--- src/rtl/pwm_pkg.sv ---
// rtl/pwm_pkg.sv - shared PWM mode encodings and default widths
package pwm_pkg;

  localparam int PWM_CNT_W = 16;
  localparam int PWM_PSC_W = 4;

  typedef enum logic [1:0] {
    MODE_UP     = 2'b00,
    MODE_DOWN   = 2'b01,
    MODE_UPDOWN = 2'b10,
    MODE_UP_ALT = 2'b11
  } mode_t;

endpackage

--- src/rtl/pwm_prescaler.sv ---
// rtl/pwm_prescaler.sv - power-of-two prescaler producing count steps and tick pulses
module pwm_prescaler
  import pwm_pkg::*;
#(
  parameter int PSC_W = PWM_PSC_W
) (
  input  logic             clk,
  input  logic             rst_n,
  input  logic             en_q,
  input  logic             clear,
  input  logic [PSC_W-1:0] psc_exp,
  output logic             step,
  output logic             tick
);

  localparam int PW = (1 << PSC_W) - 1;
  localparam logic [PSC_W-1:0] SHIFT_MAX = PSC_W'(PW);

  logic [PW-1:0] psc_q;
  logic [PW-1:0] limit;

  // Terminal count is 2^E-1: an all-ones mask of E bits.
  always_comb begin
    limit = {PW{1'b1}} >> (SHIFT_MAX - psc_exp);
  end

  assign step = en_q & ~clear & (psc_q == limit);

  // Prescale counter and registered tick; clear wins over enable.
  always_ff @(posedge clk or negedge rst_n) begin
    if (!rst_n) begin
      psc_q <= '0;
      tick  <= 1'b0;
    end else if (clear) begin
      psc_q <= '0;
      tick  <= 1'b0;
    end else if (en_q) begin
      psc_q <= step ? '0 : psc_q + PW'(1);
      tick  <= step;
    end else begin
      tick  <= 1'b0;
    end
  end

endmodule

--- src/rtl/pwm_timebase.sv ---
// rtl/pwm_timebase.sv - shadowed up/down/centre PWM time base with one-shot and events
module pwm_timebase
  import pwm_pkg::*;
#(
  parameter int CNT_W = PWM_CNT_W,
  parameter int PSC_W = PWM_PSC_W
) (
  input  logic             clk,
  input  logic             rst_n,
  input  logic             en,
  input  logic             count_reset,
  input  logic [1:0]       mode,
  input  logic             one_shot,
  input  logic [CNT_W-1:0] period,
  input  logic [PSC_W-1:0] prescale,
  output logic [CNT_W-1:0] count_val,
  output logic             dir,
  output logic             tick,
  output logic             ovf,
  output logic             udf,
  output logic             running
);

  logic [CNT_W-1:0] per_q;
  logic [PSC_W-1:0] psc_exp_q;
  mode_t            mode_q;
  logic             done_q;
  logic             fresh_q;   // no tick yet since clear: a down-mode 0->P load is a start, not a wrap
  logic             step;
  logic [CNT_W-1:0] cnt_d;
  logic             dir_d;
  logic             ovf_d;
  logic             udf_d;
  logic             upd_evt;

  assign running = rst_n & en & ~done_q;

  pwm_prescaler #(.PSC_W(PSC_W)) u_prescaler (
    .clk     (clk),
    .rst_n   (rst_n),
    .en_q    (running),
    .clear   (count_reset),
    .psc_exp (psc_exp_q),
    .step    (step),
    .tick    (tick)
  );

  // Next count/direction and wrap events for a step, per active mode.
  always_comb begin
    cnt_d = count_val;
    dir_d = dir;
    ovf_d = 1'b0;
    udf_d = 1'b0;
    case (mode_q)
      MODE_DOWN: begin
        dir_d = 1'b0;
        if (count_val == '0) begin
          // Shadow reloads on this same edge, so reload with the incoming period.
          cnt_d = period;
          udf_d = 1'b1;
        end else begin
          cnt_d = count_val - CNT_W'(1);
        end
      end
      MODE_UPDOWN: begin
        if (per_q == '0) begin
          cnt_d = '0;
          udf_d = 1'b1;
          dir_d = 1'b1;
        end else if (dir) begin
          if (count_val >= per_q - CNT_W'(1)) begin
            cnt_d = per_q;
            ovf_d = 1'b1;
            dir_d = 1'b0;
          end else begin
            cnt_d = count_val + CNT_W'(1);
          end
        end else begin
          if (count_val <= CNT_W'(1)) begin
            cnt_d = '0;
            udf_d = 1'b1;
            dir_d = 1'b1;
          end else begin
            cnt_d = count_val - CNT_W'(1);
          end
        end
      end
      default: begin
        dir_d = 1'b1;
        if (count_val >= per_q) begin
          cnt_d = '0;
          ovf_d = 1'b1;
        end else begin
          cnt_d = count_val + CNT_W'(1);
        end
      end
    endcase
  end

  assign upd_evt = ((mode_q == MODE_DOWN) || (mode_q == MODE_UPDOWN)) ? udf_d : ovf_d;

  // Shadow registers: transparent while stopped or cleared, else latched at update events.
  always_ff @(posedge clk or negedge rst_n) begin
    if (!rst_n) begin
      per_q     <= '0;
      psc_exp_q <= '0;
      mode_q    <= MODE_UP;
    end else if (!en || count_reset || (step && upd_evt)) begin
      per_q     <= period;
      psc_exp_q <= prescale;
      mode_q    <= mode_t'(mode);
    end
  end

  // Count, direction, event pulses and one-shot completion.
  always_ff @(posedge clk or negedge rst_n) begin
    if (!rst_n) begin
      count_val <= '0;
      dir       <= 1'b1;
      ovf       <= 1'b0;
      udf       <= 1'b0;
      done_q    <= 1'b0;
      fresh_q   <= 1'b1;
    end else if (count_reset) begin
      count_val <= '0;
      dir       <= 1'b1;
      ovf       <= 1'b0;
      udf       <= 1'b0;
      done_q    <= 1'b0;
      fresh_q   <= 1'b1;
    end else if (!en) begin
      ovf       <= 1'b0;
      udf       <= 1'b0;
      done_q    <= 1'b0;
    end else if (step) begin
      count_val <= cnt_d;
      dir       <= dir_d;
      ovf       <= ovf_d;
      udf       <= udf_d;
      fresh_q   <= 1'b0;
      if (one_shot && upd_evt && !(fresh_q && mode_q == MODE_DOWN)) begin
        done_q  <= 1'b1;
      end
    end else begin
      ovf       <= 1'b0;
      udf       <= 1'b0;
    end
  end

endmodule

--- config.mk ---
export PLATFORM = sky130hd
export DESIGN_NAME = pwm_timebase
export DESIGN_NICKNAME = d
export VERILOG_FILES = /design/src/rtl/pwm_pkg.sv /design/src/rtl/pwm_prescaler.sv /design/src/rtl/pwm_timebase.sv
export SDC_FILE = /design/constraint.sdc
export NUM_CORES = 1
export LEC_CHECK = 0
export CAP_MARGIN = 0
export CORE_MARGIN = 4
export CORE_UTILIZATION = 60
export CTS_CLUSTER_SIZE = 24
export DETAILED_ROUTE_END_ITERATION = 10
export PLACE_DENSITY_LB_ADDON = 0.12
export SETUP_SLACK_MARGIN = 0.4
export SYNTH_ARGS = -nofsm -noshare
export SYNTH_HDL_FRONTEND = slang
export SYNTH_HIERARCHICAL = 1
export SYNTH_SLANG_ARGS = --single-unit
export TNS_END_PERCENT = 30
--- constraint.sdc ---
create_clock -name clk -period 4.82 [get_ports clk]
set_input_delay 1.205 -clock clk [delete_from_list [all_inputs] [get_ports clk]]
set_output_delay 1.205 -clock clk [all_outputs]
set_load 0.01 [all_outputs]
# [Yosys cells after proc, flatten, opt, wreduce, memory -nomap -nowiden]
# Index checks and enable logic that the tools add are counted.
[word_totals] register_bits=59 in_bits=27
[classes] addsub=5 magnitude_cmp=3 n_eq_ne=5 shifts=1 muxes=46 bitwise_logic=6 n_reduce_logical=16
[op_table] operator="$mux W16" n=9
[op_table] operator="$mux W15" n=3
[op_table] operator="$ge A16 B16 Y1" n=2
[op_table] operator="$logic_not A16 Y1" n=2
[op_table] operator="$pmux W16 S2" n=1
[op_table] operator="$sub A16 B1 Y16 const B" n=2
[op_table] operator="$mux W1" n=30
[op_table] operator="$add A16 B1 Y16 const B" n=1
[op_table] operator="$le A16 B1 Y1 const B" n=1
[op_table] operator="$add A15 B1 Y15 const B" n=1
[op_table] operator="$eq A15 B15 Y1" n=1
[op_table] operator="$shr A15 B4 Y15 const A" n=1
[op_table] operator="$ne A3 B1 Y1 const B" n=2
[op_table] operator="$pmux W1 S2" n=3
[op_table] operator="$reduce_bool A2 Y1" n=3
[op_table] operator="$and A1 B1 Y1" n=4
[op_table] operator="$logic_and A1 B1 Y1" n=4
[op_table] operator="$reduce_and A2 Y1" n=2
[op_table] operator="$sub A4 B4 Y4 const A" n=1
[op_table] operator="$logic_or A1 B1 Y1" n=3
[op_table] operator="$eq A2 B1 Y1 const B" n=1
[op_table] operator="$eq A2 B2 Y1 const B" n=1
[op_table] operator="$logic_not A1 Y1" n=2
[op_table] operator="$not A1 Y1" n=2

# [Longest topological paths before layout]
# Gate-level depths: netlist of the first run.
[logic_depth] ltp_word=13 ltp_mapped=15 ltp_nobuf=14

# [Hierarchy]
# Netlist of the first run, hierarchy kept.
[modules_own_cells] module="pwm_timebase" n_inst=1 cells_each=518 area_per_inst_um2=4383.0
[modules_own_cells] module="pwm_prescaler" n_inst=1 cells_each=153 area_per_inst_um2=1285.0

# [Worst setup path after synthesis of the first run]
# Ideal clock, no wire load.
[synth_timing] path_type="reg2reg" start="reg per_q[4]" end="reg count_val[3]" setup_ps=140 arrival_time_ps=3904 required_ps=4680 path_slack_ps=776 path_stages_with_launch=16 n_path_buf=1 period_less_slack_ps=4044 path_cell_list="dfrtp_1 nor4_1 nand2_1 nor4_1 nand2_1 nor3_1 xnor2_1 ha_1 nand4_1 nor3_1 or4b_1 and3_1 clkbuf_1 mux2i_1 a2111oi_0 a211oi_1"
[synth_via] elab_chain_len=9 elab_cells_between_ends=12 classes_between="1 x add/sub; 2 x order compare; 8 x mux; 1 x reduce/logical"
[synth_lines] element="start, declared" line="pwm_timebase.sv:24" text="logic [CNT_W-1:0] per_q;"
[synth_lines] element="start signal, assigned" line="pwm_timebase.sv:109" text="per_q <= period;"
[synth_lines] element="$sub A16 B1 Y16" line="pwm_timebase.sv:71" text="if (count_val >= per_q - CNT_W'(1)) begin"
[synth_lines] element="$ge A16 B16 Y1" line="pwm_timebase.sv:71"
[synth_lines] element="$mux W16" line="pwm_timebase.sv:71"
[synth_lines] element="$mux W16" line="pwm_timebase.sv:70" text="end else if (dir) begin"
[synth_lines] element="$mux W16" line="pwm_timebase.sv:66" text="if (per_q == '0) begin"
[synth_lines] element="$pmux W16 S2 (*)" line="pwm_timebase.sv:54" text="case (mode_q)"
[synth_lines] element="$mux W16 (*)" line="pwm_timebase.sv:135" text="end else if (step) begin"
[synth_lines] element="$mux W16 (*)" line="pwm_timebase.sv:131" text="end else if (!en) begin"
[synth_lines] element="$mux W16 (*)" line="pwm_timebase.sv:124" text="end else if (count_reset) begin"
[synth_lines] element="end signal, assigned" line="pwm_timebase.sv:136" text="count_val <= cnt_d;"
[synth_lines] element="end, declared" line="pwm_timebase.sv:16" text="output logic [CNT_W-1:0] count_val,"
# Mark *: on every way between the ends. The rest lies on a longest branch, timed or not. The select of a mux whose other input is x is not followed.
# A chain may end at the register's enable or synchronous reset.

# [Final worst setup path of the first run]
[layout_timing] start="reg per_q[4]" end="reg count_val[15]"
# Same word-level chain as after synthesis.

==> impl_results.md, run 1 <==
- Final HPWL DP: 13.2 mm
- RSZ-0062 raised after global routing: false
- Gr usage total: 33.3%
- IO Port Bufs: 47
- Remaining global-route overflow: 0
- Crit path DAT: 4.41 ns
- Mapped Cells: 671
- Leakage Power: 2.80 nW
- TritonCTS clock tree: done
- Syn_nets: 737
- Filler instances: 773
- Vias in the first global route: 5301
- Worst relative slew slack: 6.55%
- Row cnt: 35
- Synth top cells by count: nand2_1 (63), dfrtp_1 (57), ha_1 (39), nand3_1 (36), inv_1 (35)
- DIE AREA: 0.0111 mm^2
- Most common cell in the synthesized netlist: nand2_1
- DIE HEIGHT: 105 um
- NetSw: 0.401 mW
- Clock power share: 35.6%
- DRC Markers: 0
- Area delta synth->final: 13.2%
- Finish-stage setup viols: 0
- Endpoint class of the critical path: flop
- PwrDens: 199 mW/mm^2
- Busiest grt layer: met1
- Post-synthesis average cell area: 8.45 um^2
- Worst hold slack: 0.520 ns
- Adder-Cell Fraction of Synth Area: 8.61%
- Die X: 105 um
- IO Count: 48
- Crit Path Category: flop to flop
- Core box area: 0.00920 mm^2
- Sequential share of the synthesized area: 26.1%
- Top FF cell, synth: dfrtp_1
- TNS Setup: 0 ns
- Worst-margin pin slew: 1.39 ns
- Synth unique cells: 86
- FF+latch area: 0.00148 mm^2
- Ys Warns: 6
- Root Driver: clkbuf_8
- Area taken by multi-input logic gates: 0.00386 mm^2
- Final nets: 770
- Vias per cell: 6.94
- Logic pwr share: 21.5%
- DRT Pass-1 Iters: 5
- Initial Utilization: 61.6%
- Sw Share: 31.3%
- Synth Area in XOR/XNOR: 7.11%
- Synth Area in Compound Gates: 22.4%
- Asr flop ratio synth: 100%
- Clock Pin Slew Worst Setup and Hold Paths: 0.08 ns
- VDD IR-drop max: 0.198 mV
- Max-Cap Viols: 0
- Area contributors post-synth: dfrtp_1 (25%), ha_1 (8.6%), mux2_4 (5.0%), nand2_1 (4.2%), xnor2_1 (4.2%)
- Diode count: 0
- Simple logic cell fraction of the synthesized area: 23.1%
- Tmin final: 4.14 ns
- GPL Wtd Cong: 0.977
- Worst Clk Skew: 0.0138 ns
- Share of cells above drive strength 1: 11.8%
- Antenna violations before repair: 0
- TritonCTS Sinks: 59
- Post-synth top area cell: dfrtp_1
- Pint: 0.879 mW
- Max-slew violations: 0
- Global-route wire length before repair: 29.1 mm
- Cts bufs inserted: 9
- Max Fclk: 242 MHz
- GR Util met3: 5.50%
- Sequential power share: 42.8%
- Fin crit share: 85.8%
- DRT Wirelength: 18.4 mm
- Largest net degree at the start of global routing: 36
- ANT nets after route: 0
- Worst endpoint required time: 5.09 ns
- Met2 Usage GRT: 48.2%
- Post-Syn Area: 0.00567 mm^2
- Final Hold Violating Endpoints: 0
- Largest family of logic cells by synthesized area: simple AND/OR/NAND/NOR gates
- Initial DRC count: 543
- Via count: 5690
- H-tree levels: 3
- Worst Setup Start Kind: flop
- Met1 Usage GRT: 49.4%
- Synth Register Bits: 59
- HP Class: flop to flop
- Status: completed
- Routed length per instance: 22.4 um
- CTS Buffer Depth: 2
- Critical path peak fanout: 12
- Worst-Skew Late Latency: 0.35 ns
- Number of synthesized flops with an enable pin: 0
- Share of synthesized area spent on multiplexers: 6.34%
- Yosys top cell area share: 25.2%
==> cell usage in the layout, fill, tap and decap left out, drive strengths merged, types with 11 or more instances in the layout <==
cell type,n
a211oi,17
a21oi,32
a31oi,12
and3,14
buf,20
clkbuf,11
clkdlybuf4s50,46
dfrtp,57
ha,39
inv,35
mux2,22
nand2,64
nand3,36
nand4,16
nor2,34
nor3,25
nor4,14
o21ai,25
xnor2,27
xor2,19
==> layout make-up <==
class,count,share of cell area [%]
Timing Repair Buffer,66,9.48
Inverter,36,2.11
Tap cell,111,2.17
Sequential cell,59,23.1
Clock buffer,11,2.20
Clock inverter,5,0.819
Multi-Input combinational cell,532,60.2
==> worst max-delay path, cell delays in order (launching register included) <==
cell and delay, ns:
dfrtp_1 0.41, nor4_1 0.28, buf_4 0.18, nand2_1 0.10
nor4_4 0.26, nand2_1 0.15, nor3_1 0.20, xnor2_1 0.10
ha_1 0.30, nand4_1 0.12, nor3_1 0.24, or4b_1 0.54
and3_2 0.33, or4_1 0.50, a31o_2 0.26, o211ai_1 0.08
==> power groups by stage <==
stage | Clock, mW | Combinational [mW] | Sequential, mW
2_1_floorplan | 0 | 0.189 | 0.535
3_3_place_gp | 0 | 0.262 | 0.553
3_5_place_dp | 0 | 0.268 | 0.554
4_1_cts | 0.463 | 0.269 | 0.546
5_1_grt | 0.489 | 0.296 | 0.551
6_report | 0.456 | 0.275 | 0.548
==> flip-flops by register name, summed over array words and instances (netlist names), 2 cells and up <==
signal	count
count_val	16
psc_exp_q	4
per_q	16
u_prescaler/psc_q	15
mode_q	2
==> per-stage QoR <==
step / area, um^2 / cells / utilization (%) / worst slack [ns] / power [mW]
after floorplan: 5670 / 671 / - / 0.776 / 0.723
after global placement: 6180 / 801 / 67.2 / 0.546 / 0.815
after detailed placement: 6180 / 801 / 67.2 / 0.366 / 0.822
after CTS: 6380 / 817 / 69.3 / 0.543 / 1.28
after global routing: 6410 / 820 / 69.8 / 0.419 / 1.34
final: 6410 / 820 / 69.8 / 0.683 / 1.28
==> final timing paths <==
| kind | cells after the start | from | to | slack, ns |
|---|---|---|---|---|
| max | 15 | per_q[4]$_DFFE_PN0P_ | count_val[15]$_DFFE_PN0P_ | 0.68 |
| max in group asynchronous | 3 | rst_n | fresh_q$_DFFE_PN1P_ | 3.04 |
| min | 1 | fresh_q$_DFFE_PN1P_ | fresh_q$_DFFE_PN1P_ | 0.52 |
| min reg2reg | 1 | fresh_q$_DFFE_PN1P_ | fresh_q$_DFFE_PN1P_ | 0.52 |
| max reg2reg | 15 | per_q[4]$_DFFE_PN0P_ | count_val[15]$_DFFE_PN0P_ | 0.68 |
| min in group asynchronous | 2 | rst_n | per_q[5]$_DFFE_PN0P_ | 0.97 |
==> routing by layer <==
metal	part of all wire [%]	vias to the layer above
li1	-	2582
met1	43	2681
met2	43	368
met3	11	59
met4	3.2	0
met5	0	-
==> what timing repair did <==
item	4_1_cts	5_1_grt
gates cloned	0	0
gates resized for setup	1	3
buffers inserted	0	3
hold buffers	0	0
endpoints found under the setup margin	4	14
pin swaps	0	2
==> logic make-up after synthesis <==
group,after synthesis
AND/OR/NAND/NOR,246
AO/OA/AOI/OAI,175
buffers and inverters,80
flip-flops,59
XOR/XNOR,46
adder cells (fa/ha/maj),39
multiplexers,26
Note: power is estimated with default switching activity, not from simulation.
==> run 2: changes to the inputs <==
--- a/config.mk
+++ b/config.mk
@@ -5,7 +5,7 @@
 export SDC_FILE = /design/constraint.sdc
 export NUM_CORES = 1
 export LEC_CHECK = 0
-export CAP_MARGIN = 0
+export CAP_MARGIN = 40
 export CORE_MARGIN = 4
 export CORE_UTILIZATION = 60
 export CTS_CLUSTER_SIZE = 24
==> impl_results.md, run 2 (synthesis gave the netlist of run 1 again) <==
- Status: completed
- Initial DRC count: 613 (+13%)
- Area delta synth->final: 13.6%
- Worst-Skew Late Latency: 0.35 ns (about the same)
- Antenna violations before repair: 0 (unchanged)
- Die X: 105 um (unchanged)
- VDD IR-drop max: 0.171 mV (-14%)
- Worst relative slew slack: 51.8% (+45 points)
- DIE AREA: 0.0111 mm^2 (unchanged)
- Remaining global-route overflow: 0 (unchanged)
- Met2 Usage GRT: 48.8% (+0.59 points)
- Placed Instance Area: 0.00619 mm^2 (+0.20%)
- DIE HEIGHT: 105 um (unchanged)
- TritonCTS clock tree: done
- Via count: 5672 (-0.32%)
- Worst Clk Skew: 0.0108 ns (-0.00303 ns)
- Crit path DAT: 4.48 ns (+0.07 ns)
- Share of cells above drive strength 1: 12.0% (+0.14 points)
- Post-CTS Hold Buffers: 0 (unchanged)
- Root Driver: clkbuf_8
- Row cnt: 35 (unchanged)
- Worst hold slack: 0.529 ns (+0.00827 ns)
- Most frequent cells in the layout: nand2_1 (63), dfrtp_1 (57), clkdlybuf4s50_1 (46)
- Endpoint class of the critical path: flop
- Largest net degree at the start of global routing: 36 (unchanged)
- DRT Pass-1 Iters: 6 (+1)
- Final HPWL DP: 13.2 mm (about the same)
- Gr usage total: 33.5% (+0.19 points)
- Fin crit share: 87.3% (+1.4 points)
- IO Count: 48 (unchanged)
- TNS Setup: 0 ns (unchanged)
- Final Core Density: 70.0% (+0.27 points)
- DRC Markers: 0 (unchanged)
- Global-route wire length before repair: 29.3 mm (+0.59%)
- Pre-CTS WS: 0.378 ns (+0.0119 ns)
- Final Worst Setup Slack: 0.614 ns (-0.0694 ns)
- Vias in the first global route: 5380 (+1.5%)
- Regs by FF count: count_val (16), per_q (16), u_prescaler/psc_q (15)
- Busiest grt layer: met2
- IO Port Bufs: 47 (unchanged)
- Leakage Power: 2.81 nW (+0.25%)
- Clock Pin Slew Worst Setup and Hold Paths: 0.08 ns (about the same)
- Cts bufs inserted: 9 (unchanged)
- DRT Wirelength: 18.3 mm (-0.24%)
- GR Util met3: 5.87% (+0.37 points)
- Met1 Usage GRT: 48.2% (-1.2 points)
- Critical path peak fanout: 12 (unchanged)
- TritonCTS Sinks: 59 (unchanged)
- Routed length per instance: 22.4 um (-0.24%)
- Crit Path Category: flop to flop
- Worst endpoint required time: 5.09 ns (about the same)
- H-tree levels: 3 (unchanged)
- Final nets: 770 (unchanged)
- Final Hold Violating Endpoints: 0 (unchanged)
- Max-Cap Viols: 0 (unchanged)
- PwrDens: 210 mW/mm^2 (+5.3%)
- GPL Wtd Cong: 0.977 (unchanged)
- Diode count: 0 (unchanged)
- Max-slew violations: 0 (unchanged)
- RSZ-0062 raised after global routing: false
- Worst-margin pin slew: 0.716 ns (-0.673 ns)
- Fin area: 0.00644 mm^2 (+0.39%)
- Vias per cell: 6.92 (-0.32%)
- HP Class: flop to flop
- Tmin final: 4.21 ns (+0.0694 ns)
- Initial Utilization: 61.6% (unchanged)
- Max Fclk: 238 MHz (-1.6%)
- Core box area: 0.00920 mm^2 (unchanged)
- Worst Setup Start Kind: flop
- Commonest non-fill, non-tap cell in the layout: nand2_1
- ANT nets after route: 0 (unchanged)
- CTS Buffer Depth: 2 (unchanged)
- Finish-stage setup viols: 0 (unchanged)
## run 2: stage by stage
step,std cells,total power [mW]
after global placement,801,0.815
after floorplan,671,0.723
after CTS,819,1.35
after global routing,820,1.41
final,820,1.35
after detailed placement,803,0.821
## run 2: worst max-delay path: stages, from the launching register on
cell and delay, ns:
dfrtp_1 0.40, nor4_1 0.27, buf_4 0.18, nand2_1 0.08
nor4_2 0.37, nand2_1 0.18, nor3_1 0.21, xnor2_1 0.10
ha_1 0.31, nand4_1 0.13, nor3_1 0.26, or4b_1 0.55
and3_4 0.26, or4_1 0.48, a31o_2 0.26, o211ai_1 0.08
## run 2: area by class of cell
type / instances / area, um^2
clock buffers: 10 / 138
clock inverters: 6 / 88.8
fillers: 739 / 2760
inverters: 36 / 135
multi-input cells: 532 / 3850
flip-flops and latches: 59 / 1480
well taps: 111 / 139
repair buffers: 66 / 606
## run 2: repair_timing
item	CTS	global route
pin swaps	0	1
setup endpoints to repair	4	14
gates resized for setup	1	3
setup buffers	0	1
## run 2: power by group
part | internal (mW) | total [mW] | leakage [nW] | switching [mW]
clock | 0.305 | 0.532 | 0.108 | 0.227
sequential | 0.511 | 0.547 | 0.766 | 0.0358
combinational | 0.118 | 0.274 | 1.93 | 0.156
## run 2: worst paths after layout
kind | start | endpoint | slack (ns) | depth (start not counted)
worst max-delay path | per_q[4]$_DFFE_PN0P_ | count_val[15]$_DFFE_PN0P_ | 0.61 | 15
worst min-delay path | done_q$_DFFE_PN0P_ | done_q$_DFFE_PN0P_ | 0.53 | 2
worst max register to register | per_q[4]$_DFFE_PN0P_ | count_val[15]$_DFFE_PN0P_ | 0.61 | 15
worst min register to register | done_q$_DFFE_PN0P_ | done_q$_DFFE_PN0P_ | 0.53 | 2
max in group asynchronous | rst_n | dir$_DFFE_PN1P_ | 3.07 | 3
min in group asynchronous | rst_n | count_val[5]$_DFFE_PN0P_ | 0.95 | 2
## run 2: per-layer routing
layer / wire (um) / share of wire, %
met1: 7800 / 43
met2: 8000 / 44
met3: 1910 / 10
met4: 624 / 3.4
met5: 0 / 0
